## src/rtl/cla_wide_seq.sv

```systemverilog
// cla_wide_seq: WORDS x N-bit add (optionally subtract) sequenced through one
// shared external combinational N-bit adder, least-significant word first,
// with the inter-word carry held in a register.
//
// Optional feature macro: CLA_WIDE_SUB_EN (adds in_sub, computes A + ~B + 1).
//
// Ports:
//   clk, rst_n            clock, asynchronous active-low reset
//   in_valid/in_ready     operand handshake; in_a, in_b operands (W bits)
//   in_sub                subtract request (CLA_WIDE_SUB_EN only)
//   out_valid/out_ready   result handshake; out_sum (W bits), out_cout
//   busy                  high while a transaction is running or waiting
//   adder_a/b/cin         word operands and carry to the external adder
//   adder_sum/cout        combinational result from the external adder
module cla_wide_seq #(
    parameter int unsigned N     = 16,
    parameter int unsigned WORDS = 4
) (
    input  logic                 clk,
    input  logic                 rst_n,
    input  logic                 in_valid,
    output logic                 in_ready,
    input  logic [WORDS*N-1:0]   in_a,
    input  logic [WORDS*N-1:0]   in_b,
`ifdef CLA_WIDE_SUB_EN
    input  logic                 in_sub,
`endif
    output logic                 out_valid,
    input  logic                 out_ready,
    output logic [WORDS*N-1:0]   out_sum,
    output logic                 out_cout,
    output logic                 busy,
    output logic [N-1:0]         adder_a,
    output logic [N-1:0]         adder_b,
    output logic                 adder_cin,
    input  logic [N-1:0]         adder_sum,
    input  logic                 adder_cout
);

    localparam int unsigned W  = WORDS * N;
    localparam int unsigned IW = $clog2(WORDS);
    localparam logic [IW-1:0] LAST = IW'(WORDS - 1);

    localparam logic [1:0] IDLE = 2'd0;
    localparam logic [1:0] RUN  = 2'd1;
    localparam logic [1:0] DONE = 2'd2;

    logic [1:0]    state_q, state_d;
    logic [IW-1:0] idx_q;
    logic          carry_q;
    logic          sub_q;
    logic [W-1:0]  a_q, b_q;
    logic          sub_in_c;

`ifdef CLA_WIDE_SUB_EN
    assign sub_in_c = in_sub;
`else
    assign sub_in_c = 1'b0;
`endif

    // State register
    always_ff @(posedge clk or negedge rst_n) begin
        if (!rst_n) state_q <= IDLE;
        else        state_q <= state_d;
    end

    // Next-state logic
    always_comb begin
        state_d = state_q;
        case (state_q)
            IDLE:    if (in_valid)      state_d = RUN;
            RUN:     if (idx_q == LAST) state_d = DONE;
            DONE:    if (out_ready)     state_d = IDLE;
            default:                    state_d = IDLE;
        endcase
    end

    // Registered handshake/status flags follow the next state
    always_ff @(posedge clk or negedge rst_n) begin
        if (!rst_n) begin
            in_ready  <= 1'b1;
            out_valid <= 1'b0;
            busy      <= 1'b0;
        end else begin
            in_ready  <= (state_d == IDLE);
            out_valid <= (state_d == DONE);
            busy      <= (state_d != IDLE);
        end
    end

    // Operand latch, word index, inter-word carry and result accumulation
    always_ff @(posedge clk or negedge rst_n) begin
        if (!rst_n) begin
            a_q      <= '0;
            b_q      <= '0;
            sub_q    <= 1'b0;
            idx_q    <= '0;
            carry_q  <= 1'b0;
            out_sum  <= '0;
            out_cout <= 1'b0;
        end else begin
            case (state_q)
                IDLE: begin
                    if (in_valid) begin
                        a_q     <= in_a;
                        b_q     <= in_b;
                        sub_q   <= sub_in_c;
                        idx_q   <= '0;
                        carry_q <= sub_in_c;   // +1 of two's complement
                    end
                end
                RUN: begin
                    out_sum[idx_q*N +: N] <= adder_sum;
                    carry_q               <= adder_cout;
                    // Index saturates on the last word; reloaded on next accept
                    if (idx_q == LAST) out_cout <= adder_cout;
                    else               idx_q    <= idx_q + IW'(1);
                end
                default: ;
            endcase
        end
    end

    // Word selection toward the external adder; quiet outside RUN
    always_comb begin
        adder_a   = '0;
        adder_b   = '0;
        adder_cin = 1'b0;
        if (state_q == RUN) begin
            adder_a   = a_q[idx_q*N +: N];
            adder_b   = sub_q ? ~b_q[idx_q*N +: N] : b_q[idx_q*N +: N];
            adder_cin = carry_q;
        end
    end

endmodule

```

## config.mk

```make
export PLATFORM = sky130hd
export DESIGN_NAME = cla_wide_seq
export DESIGN_NICKNAME = d
export VERILOG_FILES = /design/src/rtl/cla_wide_seq.sv
export SDC_FILE = /design/constraint.sdc
export NUM_CORES = 1
export LEC_CHECK = 0
export ABC_AREA = 0
export CAP_MARGIN = 15
export CORE_MARGIN = 2
export CORE_UTILIZATION = 29
export CTS_CLUSTER_SIZE = 30
export DETAILED_ROUTE_END_ITERATION = 10
export PLACE_DENSITY = 0.6
export SLEW_MARGIN = 20
export SYNTH_ARGS = -nofsm -noshare
export SYNTH_HDL_FRONTEND = slang
export SYNTH_SLANG_ARGS = --single-unit
```

## constraint.sdc

```tcl
create_clock -name clk -period 4.4 [get_ports clk]
set_input_delay 0.66 -clock clk [delete_from_list [all_inputs] [get_ports clk]]
set_output_delay 0.66 -clock clk [all_outputs]
set_load 0.1 [all_outputs]
```

# Yosys cells after proc, flatten, opt, wreduce, memory -nomap -nowiden
# Cells that the tools add are included.
dict set report classes {
  eq_ne 6
  reduce_logical 8
  mux 13
  n_addsub 2
  n_shift 4
}
# cell n
set op_table {}
lappend op_table {{$shiftx 64x7->16} 2}
lappend op_table {{$bwmux 64} 1}
lappend op_table {{$shift 16x34->64 const A} 1}
lappend op_table {{$shiftx 16x34->64} 1}
lappend op_table {{$neg 6->34} 1}
lappend op_table {{$mux 16} 2}
lappend op_table {{$mux 2} 5}
lappend op_table {{$eq 2x2->1 const B} 3}
lappend op_table {{$pmux 2 s3} 1}
lappend op_table {{$reduce_and 2->1} 3}
lappend op_table {{$logic_not 2->1} 2}
lappend op_table {{$ne 2x2->1 const B} 2}
lappend op_table {{$pmux 2 s2} 1}
lappend op_table {{$reduce_bool 2->1} 2}
lappend op_table {{$reduce_and 3->1} 1}
lappend op_table {{$add 2x1->2 const B} 1}
lappend op_table {{$eq 2x1->1 const B} 1}
lappend op_table {{$mux 1} 2}
lappend op_table {{$pmux 1 s2} 1}
dict set report word_totals {
  wordCells 43
  input_bits 149
  register_bits 201
}

# Logic depth before layout (Yosys ltp)
# Gate-level depths: netlist of run 1.
dict set report logic_depth {
  depth_word 4
  mapped_depth 8
}

# Least setup slack after synthesis of run 1
# OpenSTA, ideal clock, no wires.
dict set report synth_path {
  path_type {reg-to-output}
  from {register idx_q[0]}
  to {output adder_a[0]}
  path_stages_with_launch 6
  path_buffers 3
  path_slack_ns 1.232
  required_ns 3.740
  arrival_time_ns 2.508
  path_cell_list {dfrtp_1 buf_2 buf_4 buf_4 mux2i_1 o22ai_1}
}
dict set report synth_between {
  elab_chain_cells 2
}
# element line
set synth_lines {}
lappend synth_lines {{from (decl)} 49} ;# logic [IW-1:0] idx_q;
lappend synth_lines {{from (signal assigned)} 117} ;# else idx_q <= idx_q + IW'(1);
lappend synth_lines {{$shiftx 64x7->16} 130} ;# adder_a = a_q[idx_q*N +: N];
lappend synth_lines {{$mux 16} 129} ;# if (state_q == RUN) begin
lappend synth_lines {{to (decl)} 33} ;# output logic [N-1:0] adder_a,
# Every way passes these cells.

# Final worst setup path of run 1
dict set report layout_path {
  from {register state_q[0]}
  to {output adder_cin}
}
dict set report layout_between {
  elab_chain_cells 2
}
# element line
set layout_lines {}
lappend layout_lines {{from (decl)} 48} ;# logic [1:0] state_q, state_d;
lappend layout_lines {{from (signal assigned)} 64} ;# else state_q <= state_d;
lappend layout_lines {{$eq 2x1->1} 129}
lappend layout_lines {{$mux 1} 129}
lappend layout_lines {{to (decl)} 35} ;# output logic adder_cin,
# Every way passes these cells.

==> results.ini, run 1 <==
[run_status]
status = finished clean

[clock_network]
cts_buffers = 24
root_buffer = clkbuf_16
clk_pin_slew_ns = 0.06
hold_buffers = 0
cts_tree = built
worst_skew_pair.late_latency_ns = 0.52
cts_setup_buffers = 0
cts_sinks = 201
clk_path_buf_depth = 3
cts_resized = 0
htreeDepth = 1

[sta]
hold_violations = 0
finalHoldWorstSlack_ns = 0.215
setup_viol = 0
rsz0062_at_grt = no
final.min_clock_period_ns = 3.47
max_freq_mhz = 289
fin_skew_ns = 0.0152
finalCritPeriodShare_pct = 78.8
slew-limit-headroom_pct = 29.1
slew_violations = 0
worst_pin_slew_ns = 1.06
finalSetupTns_ns = 0

[grt]
antenna_found_initial = 2
grt_max_degree = 105
use_met3_pct = 5.93
gr-total-overflow = 0
top_usage_layer = met2
grt_pass1_vias = 6177
grtUsageMet1_pct = 17.6
grt_usage_pct = 14.4
grt_pass1_wl_um = 35500
met2_usage_pct = 23.3

[min_path]
hp-class = input pin to async pin

[die]
placeableCoreArea_mm2 = 0.0296
row_count = 63
ios = 250
fp.dieW_um = 177
die-area_mm2 = 0.0315
initial_core_util_pct = 29.4
dieHeight_um = 177

[critical_path]
criticalPathCategory = register to output pin
crit_family = buffers and inverters
critPathCaptureType = output pin
cpPeakStageDelay_ns = 1.13
required_ns = 3.74
slowest_stage = clkdlybuf4s50_1
path_buf_inv = 1
worst-path-max-fanout = 11
worstPathArrival_ns = 2.81
path_cells = nor2b_2 -> and2_1 -> clkdlybuf4s50_1
cp-start-kind = register

[logic_synthesis]
ys_types = 34
synth_warnings = 0
syn_area_per_cell_um2 = 13.0
synth_seq_cells = 201
syn-num-nets = 823
synthCells = 669
async_flop_share_pct = 100
ys.flop_type = dfrtp_1
netlist_area_mm2 = 0.00872
post-synth-top-area-fraction_pct = 57.4
synth-edff-count = 0
synth_area_leaders = dfrtp_1, mux2_2, mux2i_1, nand2_1, o21ai_0
yosys.area.top_type = dfrtp_1
yosysSeqAreaShare_pct = 57.7

[finish]
syn_to_final_growth_pct = 40.6
fin_nets = 1065
drive_above_1_share_pct = 24.0
nFillCells = 2878
multiInputGateArea_mm2 = 0.00332
final_common_cell = clkdlybuf4s50_1
fin_util_pct = 41.4
regArea_mm2 = 0.00503
final_cell_mix = clkdlybuf4s50_1, dfrtp_1, mux2_2, nand2_1, mux2i_1

[job]
drv_cap = 0

[route]
initialDrtViolationCount = 366
wl_um = 23200
viasPerCell = 4.60
vias = 6075
drc = 0
dr.pass1.iters = 4
drtAntennaViolNets = 0
routedWlPerCell_um = 17.6

[placement]
gp_congestion = 0.790
io_buffer_count = 249
place_hpwl_um = 16100

## sequential cells by signal, summed over array words and instances (netlist names)
name,cells
idx_q,2
busy,1
in_ready,1
state_q,2
a_q,64
out_sum,64
out_cout,1
carry_q,1
b_q,64
out_valid,1
## area by class of cell
cell class / count / area share (%)
sequential: 201 / 41.0
clock inverter: 8 / 1.03
clock buffer: 35 / 5.80
tap: 390 / 3.98
inverter: 3 / 0.0918
timing repair buffer: 263 / 20.9
antenna: 2 / 0.0408
multi-input combinational: 418 / 27.1
## cell families (layout without fill, tap and decap cells)
logic type      count (synthesis)  count (layout)  synth area share (%)
fa+ha+maj                       5               5                 0.717
buf+inv                        50             309                  4.22
mux                           193             193                  24.0
compound gates                104             104                  7.42
simple gates                  116             116                  5.98
flops                         201             201                  57.7
other cells                     0               2                     0
## per-layer routing
metal	share of wire [%]	up-vias
met1	41	2957
li1	-	2859
met4	2.4	2
met3	10	36
met5	0.056	-
met2	46	221
## final timing paths
kind	cells after the start	start	slack [ns]	end
setup / recovery	3	state_q[0]	0.93	adder_cin
hold / removal	1	rst_n	0.22	out_sum[12]
setup reg to reg	5	idx_q[0]	1.75	out_sum[8]
hold reg to reg	2	out_sum[9]	0.48	out_sum[9]
max in group asynchronous	2	rst_n	3.24	b_q[30]
min in group clk	2	out_sum[9]	0.48	out_sum[9]
## synthesized netlist by cell type, drive strengths merged, types with 2 or more instances
library cell / instances
nand2b: 3
nor3b: 3
nand2: 97
mux2i: 64
mux2: 129
o22ai: 32
ha: 5
a32o: 2
nor3: 2
inv: 3
o21ai: 48
nor2b: 2
buf: 37
nand3b: 3
clkbuf: 10
a22o: 18
dfrtp: 200
## through the flow
| step | std cells | instance area [µm²] | setup slack [ns] |
|---|---|---|---|
| 6_report | 1320 | 12300 | 0.935 |
| 4_1_cts | 1316 | 12200 | 0.909 |
| 3_3_place_gp | 1273 | 11400 | 1.52 |
| 5_1_grt | 1318 | 12300 | 0.814 |
| 3_5_place_dp | 1273 | 11400 | 1.47 |
| 2_1_floorplan | 669 | 8720 | 1.23 |
## worst register-to-register path, cell delays in order, from the launching register on
cell and delay, ns:
dfrtp_4 0.74, inv_1 0.18, ha_1 0.43, nor3b_2 0.89
nand2_1 0.13, o21ai_0 0.17
Power of run 1 is not shown: default switching activity piles up to over one toggle a cycle in this logic, so the estimate is an artifact.
==> run 2: changes to the inputs <==
clock period = 3.4 ns   (was 4.4 ns; I/O delays follow)
==> run 2 against run 1 <==
  * Worst setup slack got worse by 0.40 ns
  * Hold slack got worse by 0.15 ns
  * Sequential cell count is the same
  * Global-route usage rose by 0.33 points
  * Design area up 3.3%
  * Sequential share of layout area is 1.3 points lower
==> results.ini, run 2 (synthesis results as in run 1) <==
[clock_network]
cts_setup_buffers = 0  ; unchanged
cts_buffers = 25  ; +4.2%
clk_path_buf_depth = 3  ; unchanged
htreeDepth = 1  ; unchanged
worst_skew_pair.late_latency_ns = 0.53  ; about the same
clk_pin_slew_ns = 0.06  ; about the same
cts_resized = 0  ; unchanged
hold_buffers = 0  ; unchanged
cts_tree = built
root_buffer = clkbuf_16
cts_sinks = 201  ; unchanged

[route]
vias = 6068  ; -0.12%
drtAntennaViolNets = 0  ; unchanged
drc = 0  ; unchanged
routedWlPerCell_um = 17.7  ; +0.71%
viasPerCell = 4.60  ; about the same
wl_um = 23300  ; +0.63%
initialDrtViolationCount = 293  ; -20%
dr.pass1.iters = 4  ; unchanged

[grt]
antenna_found_initial = 1  ; -1
grt_usage_pct = 14.7  ; +0.33 points
grt_pass1_wl_um = 36400  ; +2.7%
gr-total-overflow = 0  ; unchanged
grt_max_degree = 129  ; +23%
grt_pass1_vias = 6380  ; +3.3%

[run_status]
status = finished clean

[finish]
final_cells = 1319  ; -0.076%
stdcell_area_mm2 = 0.0127  ; +3.3%
reg_top3 = a_q (64), b_q (64), out_sum (64)
final_cell_mix = clkdlybuf4s50_1, dfrtp_1, mux2_2, nand2_1, mux2i_1
final_common_cell = clkdlybuf4s50_1
drive_above_1_share_pct = 24.5  ; +0.43 points
syn_to_final_growth_pct = 45.3
fin_nets = 1064  ; -0.094%

[critical_path]
path_buf_inv = 3  ; +2
path_cells = buf_4 -> nor2b_2 -> nand2_1 -> buf_4 -> o22ai_1 -> buf_12
worstPathArrival_ns = 2.36  ; -0.45 ns
crit_family = buffers and inverters
cp_common_cell = buf_4
worst-path-max-fanout = 32  ; +21
critPathCaptureType = output pin
criticalPathCategory = register to output pin
required_ns = 2.89  ; -0.85 ns
cp-start-kind = register
slowest_stage = o22ai_1
cpPeakStageDelay_ns = 0.36  ; -0.77 ns

[job]
drv_cap = 0  ; unchanged

[placement]
place_ws_ns = 0.966  ; -0.507 ns
place_hpwl_um = 15800  ; -1.9%
dp.cells = 1272  ; -0.079%
io_buffer_count = 249  ; unchanged
gp_congestion = 0.795  ; +0.65%
placed_cell_area_mm2 = 0.0118  ; +3.5%

[die]
ios = 250  ; unchanged
initial_core_util_pct = 29.4  ; unchanged
row_count = 63  ; unchanged
fp.dieW_um = 177  ; unchanged
placeableCoreArea_mm2 = 0.0296  ; unchanged
dieHeight_um = 177  ; unchanged
die-area_mm2 = 0.0315  ; unchanged

[sta]
slew_violations = 0  ; unchanged
max_freq_mhz = 349
finalCritPeriodShare_pct = 84.3
finalSetupTns_ns = 0  ; unchanged
fin_skew_ns = 0.0147  ; -0.000498 ns
hold_violations = 0  ; unchanged
rsz0062_at_grt = no
setup_viol = 0  ; unchanged
fin_ws_ns = 0.535  ; -0.400 ns
worst_pin_slew_ns = 1.05  ; -0.0121 ns
final.min_clock_period_ns = 2.87
slew-limit-headroom_pct = 30.0  ; +0.90 points

[min_path]
hp-class = input pin to async pin

## run 2: cell types whose count changed in the layout (fill, tap and decap cells not counted), moves of 2 or more
cell,before,now
buf_12,3,36
buf_4,41,10
buf_6,2,0
bufinv_16,3,1
clkbuf_8,8,11
clkdlybuf4s50_1,216,213
clkinv_2,4,2
clkinvlp_4,0,2
## run 2: path summary, 6_finish.rpt
| check | startpoint | endpoint | slack [ns] | depth (start not counted) |
|---|---|---|---|---|
| worst max-delay path | state_q[0] | adder_a[1] | 0.53 | 6 |
| worst min-delay path | rst_n | out_sum[6] | 0.06 | 1 |
| worst max register to register | idx_q[1] | out_sum[3] | 1.17 | 5 |
| worst min register to register | out_sum[14] | out_sum[14] | 0.48 | 2 |
| max in group asynchronous | rst_n | in_ready | 2.49 | 2 |
| min in group clk | out_sum[14] | out_sum[14] | 0.48 | 2 |
## run 2: area by class of cell
cell class	count	area [µm²]
Multi-Input combinational cell	418	3320
Fill cell	2815	17000
Clock buffer	38	774
Clock inverter	7	83.8
Timing Repair Buffer	261	2960
Antenna cell	1	2.50
Inverter	3	11.3
Sequential cell	201	5030
Tap cell	390	488
## run 2: metal layers
metal  track usage (%)  vias up  share of wire (%)
met2              24.1      217                 46
met4              2.73        0                1.8
met3              6.15       26                 11
met1              18.3     2958                 42
li1                  -     2867                  -
met5                 0        -                  0
## run 2: metrics by stage
step / hold WS [ns] / utilization [%]
6_report: 0.0635 / 42.8
2_1_floorplan: 0.214 / -
3_5_place_dp: 0.470 / 39.8
3_3_place_gp: 0.462 / 39.8
4_1_cts: 0.0876 / 42.7
5_1_grt: 0.115 / 42.8
Power of run 2 is left out for the same reason.
